**src/rtl/fetch_unit_pkg.sv**
```systemverilog
// Shared fetch-path definitions: default widths, reset PC and the
// PC/instruction pair stored in the prefetch FIFO.
package fetch_unit_pkg;

  localparam int CORE_XLEN = 32;
  localparam logic [CORE_XLEN-1:0] CORE_RESET_PC = 32'h0000_0000;

  typedef struct packed {
    logic [CORE_XLEN-1:0] pc;
    logic [CORE_XLEN-1:0] instr;
  } fetch_entry_t;

endpackage

```
**src/rtl/fetch_unit_if.sv**
```systemverilog
// Bundle of the fetch unit's memory, redirect and decode-side signals.
// The master modport is the fetch unit; the slave modport is its environment.
interface fetch_unit_if #(
  parameter int XLEN    = 32,
  parameter int MAX_OUT = 2
);
  localparam int CW = $clog2(MAX_OUT + 1);

  logic            imem_req;
  logic [XLEN-1:0] imem_addr;
  logic            imem_gnt;
  logic            imem_rvalid;
  logic [XLEN-1:0] imem_rdata;
  logic            redirect;
  logic [XLEN-1:0] redirect_pc;
  logic            dec_valid;
  logic            dec_ready;
  logic [XLEN-1:0] dec_instr;
  logic [XLEN-1:0] dec_pc;
  logic [XLEN-1:0] dec_pc4;
  logic [CW-1:0]   inflight;

  modport master (
    output imem_req, imem_addr,
    input  imem_gnt, imem_rvalid, imem_rdata,
    input  redirect, redirect_pc,
    output dec_valid,
    input  dec_ready,
    output dec_instr, dec_pc, dec_pc4, inflight
  );

  modport slave (
    input  imem_req, imem_addr,
    output imem_gnt, imem_rvalid, imem_rdata,
    output redirect, redirect_pc,
    input  dec_valid,
    output dec_ready,
    input  dec_instr, dec_pc, dec_pc4, inflight
  );

endinterface

```
**src/rtl/fetch_unit_sync_fifo.sv**
```systemverilog
// Synchronous FIFO with flush, simultaneous push/pop and occupancy count.
// Flush has priority over any push or pop in the same cycle.
module sync_fifo #(
  parameter int WIDTH = 64,
  parameter int DEPTH = 4
) (
  input  logic                       clk,
  input  logic                       resetn,
  input  logic                       flush_i,
  input  logic                       push_i,
  input  logic [WIDTH-1:0]           data_i,
  input  logic                       pop_i,
  output logic [WIDTH-1:0]           data_o,
  output logic [$clog2(DEPTH+1)-1:0] count_o,
  output logic                       full_o,
  output logic                       empty_o
);

  localparam int AW = $clog2(DEPTH);
  localparam int CW = $clog2(DEPTH + 1);

  logic [WIDTH-1:0] mem_q [DEPTH];
  logic [AW-1:0]    rdPtr_q, rdPtr_d, wrPtr_q, wrPtr_d;
  logic [CW-1:0]    count_q, count_d;
  logic             doPush, doPop;

  always_comb begin
    empty_o = (count_q == '0);
    full_o  = (count_q == CW'(DEPTH));
    count_o = count_q;
    data_o  = mem_q[rdPtr_q];
    doPop   = pop_i && !flush_i && !empty_o;
    // A full FIFO may still accept a word when the head leaves in the same cycle.
    doPush  = push_i && !flush_i && (!full_o || doPop);
  end

  always_comb begin
    rdPtr_d = rdPtr_q;
    wrPtr_d = wrPtr_q;
    count_d = count_q;
    if (flush_i) begin
      rdPtr_d = '0;
      wrPtr_d = '0;
      count_d = '0;
    end else begin
      if (doPush) wrPtr_d = wrPtr_q + AW'(1);
      if (doPop)  rdPtr_d = rdPtr_q + AW'(1);
      if (doPush && !doPop) count_d = count_q + CW'(1);
      if (doPop && !doPush) count_d = count_q - CW'(1);
    end
  end

  always_ff @(posedge clk or negedge resetn) begin
    if (!resetn) begin
      rdPtr_q <= '0;
      wrPtr_q <= '0;
      count_q <= '0;
    end else begin
      rdPtr_q <= rdPtr_d;
      wrPtr_q <= wrPtr_d;
      count_q <= count_d;
    end
  end

  always_ff @(posedge clk) begin
    if (doPush) mem_q[wrPtr_q] <= data_i;
  end

endmodule

```
**src/rtl/fetch_unit.sv**
```systemverilog
// Instruction-fetch front end: credit-limited pipelined requests to a
// variable-latency memory, a prefetch FIFO to decode, and redirect flushing.
module fetch_unit
  import fetch_unit_pkg::*;
#(
  parameter int              XLEN     = CORE_XLEN,
  parameter int              DEPTH    = 4,
  parameter int              MAX_OUT  = 2,
  parameter logic [XLEN-1:0] RESET_PC = CORE_RESET_PC
) (
  input logic          clk,
  input logic          resetn,
  fetch_unit_if.master bus
);

  localparam int CW  = $clog2(MAX_OUT + 1);
  localparam int FCW = $clog2(DEPTH + 1);

  logic [XLEN-1:0] fetchPc_q, fetchPc_d, respPc_q, respPc_d;
  logic [CW-1:0]   inflight_q, inflight_d, discard_q, discard_d;
  logic [FCW-1:0]  fifoCount;
  logic            fifoFull, fifoEmpty;
  logic            grant, respOk, push, pop;
  int              occupancy;
  fetch_entry_t    pushEntry, headEntry;

  // Occupancy counts buffered words plus responses that will still be kept,
  // so a request is only issued when its word is guaranteed a FIFO slot.
  always_comb begin
    occupancy     = int'(fifoCount) + int'(inflight_q) - int'(discard_q);
    bus.imem_req  = resetn && !bus.redirect && !fifoFull &&
                    (inflight_q < CW'(MAX_OUT)) && (occupancy < DEPTH);
    bus.imem_addr = fetchPc_q;
    bus.dec_valid = !fifoEmpty && !bus.redirect;
    bus.dec_instr = headEntry.instr;
    bus.dec_pc    = headEntry.pc;
    bus.dec_pc4   = headEntry.pc + XLEN'(4);
    bus.inflight  = inflight_q;
  end

  always_comb begin
    grant           = bus.imem_req && bus.imem_gnt;
    respOk          = bus.imem_rvalid && (inflight_q != '0);
    push            = respOk && (discard_q == '0) && !bus.redirect;
    pop             = bus.dec_valid && bus.dec_ready;
    pushEntry.pc    = respPc_q;
    pushEntry.instr = bus.imem_rdata;
  end

  always_comb begin
    fetchPc_d  = fetchPc_q;
    respPc_d   = respPc_q;
    inflight_d = inflight_q;
    discard_d  = discard_q;
    if (grant) begin
      fetchPc_d  = fetchPc_q + XLEN'(4);
      inflight_d = inflight_d + CW'(1);
    end
    if (respOk) begin
      inflight_d = inflight_d - CW'(1);
      if (discard_q != '0) discard_d = discard_q - CW'(1);
      else if (!bus.redirect) respPc_d = respPc_q + XLEN'(4);
    end
    // Stale responses are already part of inflight, so after a redirect the
    // discard count is simply everything still pending.
    if (bus.redirect) begin
      fetchPc_d = {bus.redirect_pc[XLEN-1:2], 2'b00};
      respPc_d  = {bus.redirect_pc[XLEN-1:2], 2'b00};
      discard_d = inflight_d;
    end
  end

  always_ff @(posedge clk or negedge resetn) begin
    if (!resetn) begin
      fetchPc_q  <= RESET_PC;
      respPc_q   <= RESET_PC;
      inflight_q <= '0;
      discard_q  <= '0;
    end else begin
      fetchPc_q  <= fetchPc_d;
      respPc_q   <= respPc_d;
      inflight_q <= inflight_d;
      discard_q  <= discard_d;
    end
  end

  sync_fifo #(
    .WIDTH($bits(fetch_entry_t)),
    .DEPTH(DEPTH)
  ) u_fifo (
    .clk     (clk),
    .resetn  (resetn),
    .flush_i (bus.redirect),
    .push_i  (push),
    .data_i  (pushEntry),
    .pop_i   (pop),
    .data_o  (headEntry),
    .count_o (fifoCount),
    .full_o  (fifoFull),
    .empty_o (fifoEmpty)
  );

endmodule

```
**src/flat_wrapper.sv**
```systemverilog
// flat-port wrapper written by rule: the top's interface ports become plain ports
module fetch_unit_flat import fetch_unit_pkg::*;
#(
  parameter int              XLEN     = CORE_XLEN,
  parameter int              DEPTH    = 4,
  parameter int              MAX_OUT  = 2,
  parameter logic [XLEN-1:0] RESET_PC = CORE_RESET_PC
)
  (clk, resetn, bus_imem_req, bus_imem_addr, bus_imem_gnt, bus_imem_rvalid, bus_imem_rdata, bus_redirect, bus_redirect_pc, bus_dec_valid, bus_dec_ready, bus_dec_instr, bus_dec_pc, bus_dec_pc4, bus_inflight);
  fetch_unit_if #(.XLEN(XLEN), .MAX_OUT(MAX_OUT)) bus_i ();
  input logic clk;
  input logic resetn;
  output wire logic [$bits(bus_i.imem_req)-1:0] bus_imem_req;
  output wire logic [$bits(bus_i.imem_addr)-1:0] bus_imem_addr;
  input wire logic [$bits(bus_i.imem_gnt)-1:0] bus_imem_gnt;
  input wire logic [$bits(bus_i.imem_rvalid)-1:0] bus_imem_rvalid;
  input wire logic [$bits(bus_i.imem_rdata)-1:0] bus_imem_rdata;
  input wire logic [$bits(bus_i.redirect)-1:0] bus_redirect;
  input wire logic [$bits(bus_i.redirect_pc)-1:0] bus_redirect_pc;
  output wire logic [$bits(bus_i.dec_valid)-1:0] bus_dec_valid;
  input wire logic [$bits(bus_i.dec_ready)-1:0] bus_dec_ready;
  output wire logic [$bits(bus_i.dec_instr)-1:0] bus_dec_instr;
  output wire logic [$bits(bus_i.dec_pc)-1:0] bus_dec_pc;
  output wire logic [$bits(bus_i.dec_pc4)-1:0] bus_dec_pc4;
  output wire logic [$bits(bus_i.inflight)-1:0] bus_inflight;
  assign bus_imem_req = bus_i.imem_req;
  assign bus_imem_addr = bus_i.imem_addr;
  assign bus_i.imem_gnt = bus_imem_gnt;
  assign bus_i.imem_rvalid = bus_imem_rvalid;
  assign bus_i.imem_rdata = bus_imem_rdata;
  assign bus_i.redirect = bus_redirect;
  assign bus_i.redirect_pc = bus_redirect_pc;
  assign bus_dec_valid = bus_i.dec_valid;
  assign bus_i.dec_ready = bus_dec_ready;
  assign bus_dec_instr = bus_i.dec_instr;
  assign bus_dec_pc = bus_i.dec_pc;
  assign bus_dec_pc4 = bus_i.dec_pc4;
  assign bus_inflight = bus_i.inflight;
  fetch_unit #(.XLEN(XLEN), .DEPTH(DEPTH), .MAX_OUT(MAX_OUT), .RESET_PC(RESET_PC)) u_core (.clk(clk), .resetn(resetn), .bus(bus_i));
endmodule
```
**config.mk**
```make
export PLATFORM = sky130hd
export DESIGN_NAME = fetch_unit_flat
export DESIGN_NICKNAME = d
export VERILOG_FILES = /design/src/rtl/fetch_unit_pkg.sv /design/src/rtl/fetch_unit_if.sv /design/src/rtl/fetch_unit_sync_fifo.sv /design/src/rtl/fetch_unit.sv /design/src/flat_wrapper.sv
export SDC_FILE = /design/constraint.sdc
export NUM_CORES = 1
export LEC_CHECK = 0
export BUFFER_PORTS_ARGS = -buffer_cell sky130_fd_sc_hd__buf_4
export CAP_MARGIN = 30
export CORE_UTILIZATION = 60
export DETAILED_ROUTE_END_ITERATION = 12
export PLACE_DENSITY = 0.88
export SKIP_LAST_GASP = 1
export SYNTH_ARGS = -nofsm -noshare
export SYNTH_HDL_FRONTEND = slang
export SYNTH_SLANG_ARGS = --single-unit
```
**constraint.sdc**
```tcl
create_clock -name clk -period 7.16 [get_ports clk]
set_clock_uncertainty 0.05 [all_clocks]
set_input_delay 2.148 -clock clk [delete_from_list [all_inputs] [get_ports clk]]
set_output_delay 2.148 -clock clk [all_outputs]
set_load 0.05 [all_outputs]
```
### Yosys cells after proc, flatten, opt, wreduce, memory -nomap -nowiden

Memories as Yosys holds them, arrays and structs flattened.
Cells that the tools add are included.

* ROM bits: 0
* latch bits: 0
* memories: 1
* input bits: 70
* register bits after elaboration: 75
* memory bits (writable): 256

* add/sub/neg operators: 12
* multiplexer cells: 19
* eq/ne operators: 2
* reduce and logical (&&, ||, !) cells: 34
* $lt $le $gt $ge: 2
* $mul: 0
* div/mod/pow operators: 0
* bitwise operators: 0
* shifts and indexed selects: 0

Memories
* u_core.u_fifo.mem_q: depth 4, bits a word 64, rd ports 1, clocked after Yosys merged registers in 0, wr ports 1, line fetch_unit_sync_fifo.sv:22 `logic [WIDTH-1:0] mem_q [DEPTH];`

Operator list (number)
* two-way mux 32 bit: 5
* adder 32 x 3 -> 32 bit, second input constant: 3
* less-than comparator 32 x 4 -> 1 bit, second input constant: 1
* subtractor 32 x 3 -> 32 bit: 1
* two-way mux 2 bit: 9
* logical AND 1 bit: 16
* nonzero test 2 bit: 7
* two-way mux 3 bit: 3
* adder 2 x 1 -> 2 bit, second input constant: 3
* zero test 1 bit: 5
* adder 3 x 2 -> 4 bit: 1
* AND reduction 2 bit: 2
* subtractor 2 x 1 -> 2 bit, second input constant: 2
* adder 3 x 1 -> 3 bit, second input constant: 1
* == test 3 bit, second input constant: 1
* zero test 3 bit: 1
* nonzero test 3 bit: 1
* subtractor 3 x 1 -> 3 bit, second input constant: 1
* zero test 2 bit: 1
* less-than comparator 2 bit, second input constant: 1
* two-way mux 1 bit: 2
* != test 2 bit, second input constant: 1
* logical OR 1 bit: 1

### Longest topological paths before layout

* depth in word-level cells: 12
* mapped depth: 12
* depth with buffers taken out: 10

### Cells and area by module

Synthesis repeated with hierarchy kept, for this count alone.

* cell total of the unflattened synthesis: 897
* area total of the unflattened synthesis: 14248.7 um^2

By module, submodules not included
* sync_fifo: area an instance 9789.4 um^2, cells each 399, times used 1, sequential area each 7862.5 um^2
* fetch_unit: area an instance 4459.3 um^2, cells each 498, times used 1, sequential area each 1601.5 um^2

### Worst setup path before layout

OpenSTA, ideal clock, no wires.

* kind: register -> output
* start: register u_core.inflight_q[0], in the netlist u_core.bus.inflight[0]
* end: output bus_imem_req
* arrival: 3.130 ns
* stages on the path, launching flop included: 10
* path slack: 1.832 ns
* data required time: 4.962 ns
* path buffers: 1
* path through: dfrtp_1 > ha_1 > fa_1 > ha_1 > a21oi_1 > and2_1 > ha_1 > a21oi_1 > clkbuf_1 > nor2_1

* longest elaborated chain between the ends: 4
* elaborated cells between the ends (all ways): 6
* classes of those cells: add/sub (2); order compare (2); reduce/logical (2)

RTL lines
* start: declaration: line fetch_unit.sv:20 `logic [CW-1:0] inflight_q, inflight_d, discard_q, discard_d;`
* start signal: assignment: line fetch_unit.sv:82 `inflight_q <= inflight_d;`
* adder 3 x 2 -> 4 bit: line fetch_unit.sv:30 `occupancy = int'(fifoCount) + int'(inflight_q) - int'(discard_q);`
* subtractor 32 x 3 -> 32 bit: line fetch_unit.sv:30
* less-than comparator 32 x 4 -> 1 bit: line fetch_unit.sv:32 `(inflight_q < CW'(MAX_OUT)) && (occupancy < DEPTH);`
* logical AND 1 bit (*): line fetch_unit.sv:32
* end: declaration: line flat_wrapper.sv:13 `output wire logic [$bits(bus_i.imem_req)-1:0] bus_imem_req;`

Every way passes the cells marked *; elsewhere a longest branch is shown, timed or not.

### Final worst setup path

* start: register u_core.u_fifo.rdPtr_q[0]
* end: output bus_dec_pc4[26]

* longest elaborated chain between the ends: 2

RTL lines
* start: declaration: line fetch_unit_sync_fifo.sv:23 `logic [AW-1:0] rdPtr_q, rdPtr_d, wrPtr_q, wrPtr_d;`
* start signal: assignment: line fetch_unit_sync_fifo.sv:59 `rdPtr_q <= rdPtr_d;`
* memory (4 x 64 bit)
* adder 32 x 3 -> 32 bit: line fetch_unit.sv:37 `bus.dec_pc4 = headEntry.pc + XLEN'(4);`
* end: declaration: line flat_wrapper.sv:24 `output wire logic [$bits(bus_i.dec_pc4)-1:0] bus_dec_pc4;`

Every way passes these cells.

==> results.py <==
metrics = {
    "logic_synthesis": {
        "synthTopCellsByCount": "edfxtp_1, dfrtp_1, nand2_1",
        "syn_avg_cell_area_sq_um": 15.8,
        "yosysMostFrequentCell": "edfxtp_1",
        "synth_compound_area_frac": 0.0386,
        "ys_warn_count": 0,
        "ys_ff_latch": 319,
        "synth_area_leaders": "edfxtp_1, dfrtp_1, mux4_2, xnor2_1, xor2_1",
        "synth_cells": 869,
        "synthArstFlopShare": 0.223,
        "yosys.area.top_type": "edfxtp_1",
        "synth-seq-area-share": 0.670,
        "synth_top_flop_cell": "edfxtp_1",
        "synth_top_area_frac": 0.541,
        "synth_top_family_by_area": "multiplexers",
        "synth_cell_types": 63,
        "yosys.area_share.simple": 0.0908,
        "synth_xor_area_frac": 0.0483,
        "yosys.area_share.adder": 0.0147,
        "synth_mux_area_frac": 0.117,
        "syn-cell-area_sq_um": 13800,
        "synth-edff-count": 248,
    },
    "routing": {
        "drc": 2,
        "vias": 8500,
        "drtIter0Drc": 705,
        "wl_per_cell_um": 22.0,
        "wirelength_um": 30500,
        "ant_nets": 0,
        "vias_per_cell": 6.13,
        "dr.pass1.iters": 9,
    },
    "final_layout": {
        "syn2layout_area_growth_pct": 19.8,
        "layoutNonFillerInstCount": 1387,
        "layout-drive-gt1-share": 0.325,
        "insertedDiodeCount": 0,
        "layout.nets": 1163,
        "post-route-util": 0.731,
    },
    "grt": {
        "grt_max_degree": 53,
        "grt_pass1_wl_um": 47100,
        "grt_pass1_vias": 8382,
        "grt_usage": 0.262,
        "antenna_found_initial": 0,
        "grt-ovfl-total": 0,
    },
    "cts": {
        "cts_hold_buf": 0,
        "cts_tree": "built",
        "clk_pin_slew_ns": 0.06,
        "cts_max_level": 1,
        "cts-root-buf": "clkbuf_16",
        "clock_latency_ns": 0.54,
        "cts_resized": 0,
        "post_cts_buffers": 0,
        "cts_buffer_depth": 3,
        "cts_made_buffers": 30,
        "clock_sinks": 319,
    },
    "sta": {
        "hold_violations": 0,
        "slew_headroom": 0.328,
        "fin_crit_sh": 0.832,
        "fin_crit_ns": 5.96,
        "worstMarginPinSlew_ns": 1.00,
        "tns_ns": 0,
        "max_freq_mhz": 168,
        "setup_viol": 0,
        "drv_slew": 0,
        "rsz0062_at_grt": "false",
    },
    "placed_design": {
        "place.gp.congestion": 0.887,
        "dp.final_hpwl_um": 20100,
        "dp.cells": 1331,
        "io_buffers": 193,
    },
    "run": {
        "maxCapViolations": 0,
    },
    "power_and_ir_drop": {
        "leakage_nw": 5.97,
        "pwr_density_cell_nw_per_um2": 326,
        "peakVddDrop_mv": 0.281,
        "finalPower_w": 0.00538,
    },
    "outcome": {
        "status": "finished, violations left",
        "violations": "DRC",
    },
    "floorplanning": {
        "fp-row-count": 55,
        "core_area_sq_um": 22600,
        "die_area_sq_um": 23600,
        "die_h_um": 154,
        "initial_core_util": 0.610,
        "die_w_um": 154,
        "io_pins": 202,
    },
    "hold_path": {
        "hp-class": "reg2reg",
    },
    "critical_path": {
        "end_kind": "output port",
        "cp-start-kind": "flop",
        "required_ns": 4.96,
        "cp.arrival_ns": 3.76,
        "critical_path_class": "reg2out",
        "worstPathMaxFanout": 30,
    },
}
-- area by class of cell --
type	count	area [sq um]
clock inverter	13	120
sequential	319	9230
inverter	19	71.3
tap	285	357
multi-input combinational	498	4290
fill	1357	6070
timing repair buffer	210	1580
clock buffer	43	861
-- cell families (layout without fill, tap and decap cells) --
kind of cell,count (synthesis),in the layout
buffers and inverters,57,285
xor gates and xnor gates,76,76
adders and majority gates,15,15
and+or+nand+nor,235,235
other,1,6
DFF,319,319
muxes,81,81
AOI/OAI and AO/OA,85,85
-- registers in the layout (all words and copies together), names as in the netlist --
| signal | cells |
|---|---|
| u_core.bus.imem_addr | 30 |
| u_core.u_fifo.mem_q | 248 |
| u_core.u_fifo.wrPtr_q | 2 |
| u_core.u_fifo.rdPtr_q | 2 |
| u_core.discard_q | 2 |
| u_core.respPc_q | 30 |
| u_core.u_fifo.count_o | 3 |
| u_core.bus.inflight | 2 |
-- critical path: stages, from the launching register on --
cell,delay [ns]
dfrtp_4,0.80
buf_4,0.46
mux4_2,0.40
and4_1,0.32
nand3_2,0.13
nor2_2,0.27
and3_2,0.29
nand2_1,0.09
xnor2_1,0.18
buf_4,0.23
-- layout by cell type (no fill, tap or decap), types with 20 or more instances in the layout --
cell type / count
edfxtp_1: 248
buf_4: 210
nand2_1: 69
dfrtp_1: 69
mux4_2: 61
xnor2_1: 44
nor2_1: 33
nand3_1: 32
xor2_1: 32
clkbuf_16: 31
o21ai_0: 21
nand4_1: 20
-- stage by stage --
stage	hold WS, ns	instance area, sq um	setup WS, ns
after floorplan	0.445	13800	1.83
after global placement	0.454	15500	1.83
after detailed placement	0.455	15500	1.73
after CTS	0.472	16500	1.11
after global routing	0.490	16500	0.977
final	0.475	16500	1.20
-- worst paths after layout --
path	from	endpoint	slack (ns)	depth (start not counted)
min reg2reg	u_core.bus.imem_addr[31]	u_core.bus.imem_addr[31]	0.47	1
max	u_core.u_fifo.rdPtr_q[0]	bus_dec_pc4[26]	1.20	9
min in group asynchronous	resetn	u_core.bus.imem_addr[15]	1.43	1
min	u_core.bus.imem_addr[31]	u_core.bus.imem_addr[31]	0.47	1
max in group asynchronous	resetn	u_core.u_fifo.rdPtr_q[0]	4.62	2
max reg2reg	u_core.bus.inflight[0]	u_core.bus.imem_addr[19]	3.49	10
-- metal layers --
metal	vias up	global-route usage	share of wire
li1	3754	-	-
met1	4245	0.374	0.41
met2	457	0.423	0.49
met3	44	0.0448	0.089
met4	0	0.0700	0.019
met5	-	0	0
-- power breakdown --
group | switching (W) | internal, W | total, W
logic | 0.00104 | 0.000525 | 0.00156
clock network | 0.000656 | 0.000907 | 0.00156
registers | 0.000139 | 0.00212 | 0.00226
total | 0.00183 | 0.00355 | 0.00538
Note: power is estimated with default switching activity, not from simulation.
